## src/rtl/program_counter_if.sv

```systemverilog
// Fetch-side bundle for the program counter:
// load target, load/increment enables and the current PC.
interface program_counter_if #(
    parameter int WIDTH = 16
);
    logic [WIDTH-1:0] in;
    logic             ld;
    logic             inc;
    logic [WIDTH-1:0] out;

    modport master (
        output in,
        output ld,
        output inc,
        input  out
    );

    modport slave (
        input  in,
        input  ld,
        input  inc,
        output out
    );
endinterface

```

## src/rtl/program_counter.sv

```systemverilog
// Xiphos program counter: holds the current fetch address and
// either holds, increments or loads a branch/jump target each cycle.
module program_counter #(
    parameter int             WIDTH       = 16,
    parameter logic [WIDTH-1:0] RESET_VALUE = '0
) (
    input logic              clk,
    input logic              reset,
    program_counter_if.slave pc
);
    logic [WIDTH-1:0] pc_q;

    // Load outranks increment; increment wraps modulo 2^WIDTH.
    always_ff @(posedge clk or negedge reset) begin
        if (!reset) begin
            pc_q <= RESET_VALUE;
        end else if (pc.ld) begin
            pc_q <= pc.in;
        end else if (pc.inc) begin
            pc_q <= pc_q + WIDTH'(1);
        end
    end

    assign pc.out = pc_q;
endmodule

```

## src/flat_wrapper.sv

```systemverilog
// flat-port wrapper written by rule: the top's interface ports become plain ports
module program_counter_flat 
#(
    parameter int             WIDTH       = 16,
    parameter logic [WIDTH-1:0] RESET_VALUE = '0
)
  (clk, reset, pc_in, pc_ld, pc_inc, pc_out);
  program_counter_if #(.WIDTH(WIDTH)) pc_i ();
  input logic clk;
  input logic reset;
  input wire logic [$bits(pc_i.in)-1:0] pc_in;
  input wire logic [$bits(pc_i.ld)-1:0] pc_ld;
  input wire logic [$bits(pc_i.inc)-1:0] pc_inc;
  output wire logic [$bits(pc_i.out)-1:0] pc_out;
  assign pc_i.in = pc_in;
  assign pc_i.ld = pc_ld;
  assign pc_i.inc = pc_inc;
  assign pc_out = pc_i.out;
  program_counter #(.WIDTH(WIDTH), .RESET_VALUE(RESET_VALUE)) u_core (.clk(clk), .reset(reset), .pc(pc_i));
endmodule
```

## config.mk

```make
export PLATFORM = sky130hd
export DESIGN_NAME = program_counter_flat
export DESIGN_NICKNAME = d
export VERILOG_FILES = /design/src/rtl/program_counter_if.sv /design/src/rtl/program_counter.sv /design/src/flat_wrapper.sv
export SDC_FILE = /design/constraint.sdc
export NUM_CORES = 1
export LEC_CHECK = 0
export ABC_AREA = 1
export CAP_MARGIN = 20
export CORE_AREA = 2 2 68 70
export DETAILED_ROUTE_END_ITERATION = 10
export DIE_AREA = 0 0 70 72
export GPL_ROUTABILITY_DRIVEN = 0
export PLACE_DENSITY = 0.53
export SLEW_MARGIN = 20
export SYNTH_ARGS = -nofsm -noshare
export SYNTH_HDL_FRONTEND = slang
export SYNTH_SLANG_ARGS = --single-unit
export TNS_END_PERCENT = 5
```

## constraint.sdc

```tcl
create_clock -name clk -period 1.25 [get_ports clk]
set_clock_uncertainty 0.15 [all_clocks]
set_input_delay 0.1875 -clock clk [delete_from_list [all_inputs] [get_ports clk]]
set_output_delay 0.1875 -clock clk [all_outputs]
set_load 0.05 [all_outputs]
```

==> impl_metrics.yaml, run 1 <==
outcome:
  status: "complete, but fails checks"
  violations: "negative setup slack"
worst_hold_path:
  hp-class: "in -> async"
placed_design:
  dp_cells: 245
  dp_hpwl_um: 2320
  dpl_worst_slack_ns: -0.320
  port_buffers: 35
  place_area_um2: 1810
floorplan:
  core_area_um2: 4260
  io_pins: 36
  die_x_um: 70
  die_h_um: 72
  num_rows: 24
  design.die.area_um2: 5040
  initial_core_util_pct: 24.2
critical_path:
  worstPathMaxFanout: 4
  worstPathArrival_ns: 1.03
  required_ns: 0.91
  max_stage_delay_ns: 0.46
  path_cells: "buf_4 > buf_12"
  end_kind: "output port"
  start_kind: "register"
  crit_slowest_cell: "dfrtp_2"
  crit_type: "reg -> out"
synth:
  syn_nets: 157
  synth_warnings: 0
  synth.distinct_cells: 23
  syn_area_per_cell_um2: 7.59
  syn_area_um2: 1030
  ys_seq_elements: 16
  synthesis.instances: 136
  ys_seq_area_share_pct: 38.8
sta:
  period_minus_slack_ns: 1.36
  final_max_slew_viol_count: 0
  finalHoldViolCount: 0
  setup_viol: 27
  setup_tns_ns: -1.22
  layout_setup_ws_ns: -0.114
  post-route-period-util_pct: 109
  relSlewSlack_pct: 77.4
  max_freq_ghz: 0.733
  worst_pin_slew_ns: 0.337
  rsz0062_at_grt: "yes"
  hold-worst-slack_ns: 0.0987
cells_and_area:
  num_antenna_cells: 0
  design_area_um2: 1950
  final_nets: 221
  fin_util_pct: 45.8
  largest_reg_flops: 16
  stdcell_count: 251
  fillers: 423
  syn2layout_area_growth_pct: 89.1
  drive_gt1_share_pct: 39.2
power:
  power_density_nw_per_um2: 1030
  p_leak_nw: 0.864
  peakVddDrop_mv: 0.366
  finalPower_mw: 2.01
clock_network:
  cts_tree: "done"
  cts_sinks: 16
  ctsHoldBuffers: 0
  cts_made_buffers: 3
  clkTransAtPathRegs_ns: 0.07
  clock_tree.buffer_depth: 2
  clk-insertion-delay-late_ns: 0.25
  root_buffer: "clkbuf_8"
  htreeDepth: 1
grt:
  grt_pass1_wl_um: 5160
  grt_antenna_before_repair: 0
  overflow: 0
  grt_max_degree: 17
  grt_pass1_vias: 1172
  track_usage_pct: 12.4
route:
  drc: 0
  routed_wl_um: 2980
  post_drt_wl_per_cell_um: 11.9
  firstDrtPassIters: 4
  via_per_inst: 4.44
  antenna_left: 0
  drtIter0Drc: 57
  route.vias.total: 1114
job:
  cap_violations: 0
## metal layers
metal	routed length (µm)	GRT usage, %	share of wire (%)	up-vias
li1	-	-	-	583
met1	1360	16.3	46	504
met2	1460	21.2	49	25
met3	136	1.81	4.6	2
met4	22	4.27	0.74	0
met5	0	0	0	-
## cell usage in the layout, fill, tap and decap left out, types with 2 or more instances in the layout
cell / count
a21oi_1: 3
a22oi_1: 12
buf_12: 16
buf_4: 15
buf_6: 11
clkbuf_8: 3
clkdlybuf4s50_1: 18
dfrtp_1: 3
dfrtp_2: 13
inv_1: 12
inv_2: 2
nand2_1: 32
nand2_2: 4
nand3_1: 13
nand3_4: 2
nand4_1: 2
nor2_1: 7
nor2_2: 5
nor2_4: 2
o21ai_1: 6
o21bai_1: 3
xnor2_1: 3
xor2_1: 3
## cell families (layout without fill, tap and decap cells)
group                      after synthesis  count (layout)  share of synthesized area [%]
xor gates and xnor gates                 6               6                           5.09
DFF                                     16              16                           38.8
and+or+nand+nor                         70              70                           31.5
adders and majority gates                1               1                           1.21
buffers and inverters                   17              80                           6.91
AOI/OAI and AO/OA                       26              26                           16.5
## synth_stat cells (all sizes together)
cell	n	share of area (%)
nand3	16	8.7
nand4	2	1.2
nand2	37	14
o21ai	6	2.9
buf	1	1.1
a21oi	4	1.9
inv	15	5.5
xor2	3	2.5
ha	1	1.2
or2	1	0.61
clkbuf	1	0.36
nor2	14	6.5
a22oi	12	8.7
dfrtp	16	39
xnor2	3	2.5
o211ai	1	0.73
o21bai	3	2.2
## power by group
part	total (mW)	switching, mW	internal, mW
registers	0.659	0.0762	0.583
logic	0.933	0.455	0.479
clock network	0.416	0.190	0.226
## critical path, delay by kind of cell, from the launching register on
family                 cells  cell delay (ns)
DFF                        1             0.46
buffers and inverters      2             0.31
## what timing repair did
action / CTS / global route
gates resized for setup: 13 / 9
hold endpoints to repair: 0 / 0
pin swaps: 3 / 3
endpoints found under the setup margin: 28 / 31
buffers inserted: 1 / 1
## path summary, 6_finish.rpt
| path | from | endpoint | slack [ns] | depth (start not counted) |
|---|---|---|---|---|
| max | u_core.pc.out[2]$_DFFE_PN0P_ | pc_out[2] | -0.11 | 2 |
| min in group clk | pc_ld | u_core.pc.out[3]$_DFFE_PN0P_ | 0.23 | 4 |
| min reg2reg | u_core.pc.out[15]$_DFFE_PN0P_ | u_core.pc.out[15]$_DFFE_PN0P_ | 0.48 | 2 |
| min | reset | u_core.pc.out[0]$_DFFE_PN0P_ | 0.1 | 2 |
| max reg2reg | u_core.pc.out[0]$_DFFE_PN0P_ | u_core.pc.out[13]$_DFFE_PN0P_ | -0.10 | 6 |
| max in group asynchronous | reset | u_core.pc.out[9]$_DFFE_PN0P_ | 0.64 | 2 |
## layout make-up
type,instances,area [µm²],share of cell area (%)
tap,52,65.1,3.33
multi-input combinational,103,617,31.6
sequential,16,417,21.3
inverter,15,58.8,3.01
timing repair buffer,61,749,38.4
clock buffer,4,45.0,2.31
Note: power is estimated with default switching activity, not from simulation.
==> run 2, diff against run 1 <==
--- a/config.mk
+++ b/config.mk
@@ -7,11 +7,12 @@
 export LEC_CHECK = 0
 export ABC_AREA = 1
 export CAP_MARGIN = 20
-export CORE_AREA = 2 2 68 70
+export CORE_AREA = 2 2 78 61
 export DETAILED_ROUTE_END_ITERATION = 10
-export DIE_AREA = 0 0 70 72
+export DIE_AREA = 0 0 80 63
+export DONT_BUFFER_PORTS = 1
 export GPL_ROUTABILITY_DRIVEN = 0
-export PLACE_DENSITY = 0.53
+export PLACE_DENSITY = 0.42
 export SLEW_MARGIN = 20
 export SYNTH_ARGS = -nofsm -noshare
 export SYNTH_HDL_FRONTEND = slang
==> run 2 against run 1 <==
The run ends with negative hold slack, negative setup slack left. Non-clock buffer count down 18. Fmax up 2.6%. Die area unchanged. Clock power about the same. Final cell count down 5.2%. Count of clock-buffer cells in the layout unchanged. Routed wire length up 4.2%. Hold slack worse by 0.17 ns. Combinational power down 27%. Critical path depth up 6. Sequential share of layout area up 4.5 points. Cell area down 18%. Critical endpoint is now u_core.pc.out[10]$_DFFE_PN0P_. Largest cell class is now multi-input combinational cells. Largest power group unchanged.
==> impl_metrics.yaml, run 2 (synthesized netlist as in run 1, its figures left out) <==
sta:
  final_max_slew_viol_count: 0
  relSlewSlack_pct: 47.7
  hold-worst-slack_ns: -0.0684
  rsz0062_at_grt: "yes"
  max_freq_ghz: 0.752
  setup_viol: 13
  layout_setup_ws_ns: -0.0796
  finalHoldViolCount: 16
  post-route-period-util_pct: 106
  worst_pin_slew_ns: 0.784
  setup_tns_ns: -0.559
  period_minus_slack_ns: 1.33
worst_hold_path:
  hp-class: "in -> async"
grt:
  grt_pass1_wl_um: 5240
  overflow: 0
  track_usage_pct: 13.5
  grt_max_degree: 17
  grt_pass1_vias: 1100
  grt_antenna_before_repair: 0
clock_network:
  ctsHoldBuffers: 18
  cts_made_buffers: 3
  clkTransAtPathRegs_ns: 0.07
  cts_sinks: 16
  clock_tree.buffer_depth: 2
  htreeDepth: 1
  root_buffer: "clkbuf_8"
  cts_tree: "done"
  clk-insertion-delay-late_ns: 0.25
job:
  cap_violations: 0
floorplan:
  initial_core_util_pct: 24.0
  die_h_um: 63
  io_pins: 36
  design.die.area_um2: 5040
  num_rows: 21
  die_x_um: 80
  core_area_um2: 4310
route:
  routed_wl_um: 3100
  via_per_inst: 4.49
  post_drt_wl_per_cell_um: 13.0
  antenna_left: 0
  firstDrtPassIters: 4
  drc: 0
  route.vias.total: 1069
  drtIter0Drc: 43
power:
  power.share.sequential_pct: 37.4
  power_density_nw_per_um2: 1090
  p_sw_share_pct: 38.6
  peakVddDrop_mv: 0.418
  pwr-share-clk_pct: 23.7
  combPwrFrac_pct: 38.8
  p_int_mw: 1.07
  netSwitchingPower_uw: 675
  p_leak_nw: 0.722
cells_and_area:
  fillers: 464
  layout_common_cells: "nand2_1, dlygate4sd3_1, buf_4"
  multiInputGateArea_um2: 609
  fin_util_pct: 37.3
  final_nets: 203
  layout_commonest_cell: "nand2_1"
  design_area_um2: 1610
  num_antenna_cells: 0
  largest_reg_flops: 16
  drive_gt1_share_pct: 32.6
  syn2layout_area_growth_pct: 55.9
  regArea_um2: 417
critical_path:
  r2r_start: "u_core.pc.out[1]$_DFFE_PN0P_"
  end_kind: "register"
  worstPathArrival_ns: 1.32
  required_ns: 1.24
  r2r_slack_ns: -0.08
  start_kind: "register"
  crit_type: "reg -> reg"
  ff2ff_path_depth: 8
  r2r_end: "u_core.pc.out[10]$_DFFE_PN0P_"
  worstPathMaxFanout: 6
outcome:
  violations: "negative hold slack, negative setup slack"
  status: "complete, but fails checks"
placed_design:
  port_buffers: 0
  dp_hpwl_um: 2270
  place_area_um2: 1300
## run 2: cell types whose count changed in the layout (fill, tap and decap cells not counted), moves of 2 or more
cell / delta
buf_6: -3
dlygate4sd3_1: +16
clkdlybuf4s50_1: -18
buf_12: -16
dlymetal6s4s_1: +2
## run 2: how the worst max path moves through the flow
stage,start,end,slack [ns],cells after the start
CTS,u_core.pc.out[0]$_DFFE_PN0P_,pc_out[0],-0.08,2
global route,u_core.pc.out[0]$_DFFE_PN0P_,u_core.pc.out[8]$_DFFE_PN0P_,-0.16,7
detailed placement,u_core.pc.out[1]$_DFFE_PN0P_,u_core.pc.out[14]$_DFFE_PN0P_,-0.07,6
floorplan,u_core.pc.out[1]$_DFFE_PN0P_,u_core.pc.out[12]$_DFFE_PN0P_,-0.23,8
global placement,u_core.pc.out[0]$_DFFE_PN0P_,u_core.pc.out[10]$_DFFE_PN0P_,-0.04,8
finish,u_core.pc.out[1]$_DFFE_PN0P_,u_core.pc.out[10]$_DFFE_PN0P_,-0.08,8
## run 2: power groups by stage
stage	logic (mW)	clock network, mW	registers (mW)
final	0.679	0.414	0.654
after global placement	0.567	0	0.660
after CTS	0.670	0.432	0.650
after detailed placement	0.568	0	0.660
after global routing	0.734	0.452	0.663
after floorplan	0.180	0	0.871
## run 2: per-stage QoR
step	setup WS (ns)	hold WS, ns	power, mW	cells
final	-0.0796	-0.0684	1.75	238
after floorplan	-0.231	-0.258	1.05	136
after global routing	-0.162	-0.0159	1.85	238
after global placement	-0.0374	-0.257	1.23	214
after CTS	-0.0810	0.0203	1.75	238
after detailed placement	-0.0718	-0.257	1.23	214
## run 2: cell type report
class,instances,share of cell area (%)
Clock buffer,4,2.80
Inverter,15,3.50
Multi-Input combinational cell,103,37.9
Sequential cell,16,25.9
Tap cell,57,4.43
Timing Repair Buffer,43,25.5
## run 2: repair_timing
item,4_1_cts,5_1_grt
cloned,0,0
setup buffers,2,0
pin swaps,3,2
endpoints found under the setup margin,12,34
hold endpoints to repair,32,16
resized for setup,9,9
## run 2: critical path, cell delays in order, from the launching register on
cell and delay (ns):
dfrtp_2 0.42, ha_4 0.16, nand3_4 0.10, inv_2 0.08, nand2_4 0.07, inv_1 0.06, nand3_1 0.06, nand3_1 0.07
nand2_1 0.05
## run 2: per-layer routing
layer  global-route usage, %  vias to the layer above  part of all wire [%]
li1                        -                      552                     -
met1                    19.2                      486                    53
met2                    19.4                       26                    41
met3                    4.19                        5                   5.7
met4                    3.81                        0                  0.87
met5                       0                        -                     0
==> variant: new RTL, flow settings as in run 1 <==
Make the reset (`reset`) synchronous in one clocked block.
--- a/src/rtl/program_counter.sv
+++ b/src/rtl/program_counter.sv
@@ -11,7 +11,7 @@
     logic [WIDTH-1:0] pc_q;
 
     // Load outranks increment; increment wraps modulo 2^WIDTH.
-    always_ff @(posedge clk or negedge reset) begin
+    always_ff @(posedge clk) begin
         if (!reset) begin
             pc_q <= RESET_VALUE;
         end else if (pc.ld) begin
Formal check against the unedited RTL: differs if reset is asserted again (counterexample within 4 cycles, from zero or initial values and one cycle with reset low); with reset held inactive, the same outputs for 10 cycles.
==> variant against run 1 <==
The run still ends with negative setup slack left; final area increased by 1.3%; area after synthesis decreased by 1.9%; clock power shrank 2%; sequential cell count stayed put; fmax increased by 2.0%; worst setup slack better by 26 ps; power fell by 24%; routed wire length increased by 4.2%; largest cell class unchanged.
==> variant: results (changes against run 1) <==
[routing]
wl_per_cell_um = 11.93  ; +0.59%
vias_per_cell = 4.581  ; +3.2%

[place]
dpl_cell_area_um2 = 1823  ; +0.48%
dp_hpwl_um = 2438  ; +5.2%

[logic_synthesis]
async_reset_ff_frac = 0  ; -1.000
synth.area.top_cells = dfxtp_1 (32%), nand2_1 (13%), a22oi_1 (7.4%)
synth_commonest_cells = nand2_1 (34), dfxtp_1 (16), inv_1 (15), nand3_1 (15), a21oi_1 (13)
yosysSeqAreaShare = 0.3164  ; -0.07144
avgSynthCellArea_um2 = 6.839  ; -9.9%
synth_nets = 169  ; +7.6%
ys.flop_type = dfxtp_1
synthCells = 148  ; +8.8%

[worst_setup_path]
worstRegToRegCells = 7  ; +1
path_delay_family = simple AND/OR/NAND/NOR gates
arrival_ps = 1360  ; +330 ps
crit_end = u_core.pc.out[14]$_SDFFE_PN0P_
crit-reg2reg-launch = u_core.pc.out[0]$_SDFFE_PN0P_
slowest_delay_ps = 370  ; -90 ps

[power_and_ir_drop]
ir_worst_vdd_uv = 504.9  ; +38%
switching_share = 0.3128  ; -0.04606
pg_seq_w = 0.000582  ; -12%
p_sw_w = 0.0004752  ; -34%
power_frac_clock = 0.267  ; +0.060

[final_layout]
sh_seq_area = 0.1854  ; -0.02802
nets = 230  ; +4.1%
n_fill_cell = 433  ; +2.4%
area_share_clock_buf_inv = 0.02278  ; -0.0002922
final_cell_count_no_fill = 260  ; +3.6%
nMultiInputCombCells = 113  ; +9.7%
area_delta_synth_final_pct = 95.30

[global_route]
met3_usage = 0.02639  ; +0.008333
groute.usage.overall = 0.1288  ; +0.004330
use_met2 = 0.1915  ; -0.02011
grt_start_max_net_pins = 13  ; -4

[timing]
timing.final.ws_setup_ps = -88.03  ; +26.37 ps
slew_headroom = 0.6844  ; -0.08981
tns_ps = -311.2  ; +909.3 ps
hold_ws_ps = 257.0  ; +158.2 ps
finalSetupViolCount = 8  ; -70%

[worst_hold_path]
holdCritPathClass = input pin to flip-flop

[run_status]
violations = negative setup slack
status = finished with violations

variant: cell types whose count changed in the layout (fill, tap and decap cells not counted), moves of 4 or more:
cell,change
a21oi_1,+6
buf_4,+4
buf_6,-6
dfrtp_2,-13
dfxtp_2,+4
dfxtp_4,+11
nor2_4,+4
o21ai_0,+4
o21ai_1,-5
variant: logic make-up (layout without fill, tap and decap cells):
group	count (synthesis)	in the layout	synth area share
adder cells (fa/ha/maj)	1	1	0.01236
buffers and inverters	19	79	0.07663
XOR/XNOR	7	7	0.06057
AND/OR/NAND/NOR	72	72	0.3313
AO/OA/AOI/OAI	33	33	0.2027
flip-flops	16	16	0.3164
variant: timing repair:
action,in CTS,in global routing
setup buffers,0,1
endpoints found under the setup margin,11,25
hold endpoints to repair,0,0
pin swaps,0,10
resized for setup,5,21
variant: per-layer routing:
metal	share of wire	wire length, µm
met3	0.035	108
met1	0.48	1495
met4	0.014	44
met5	0	0
met2	0.47	1455
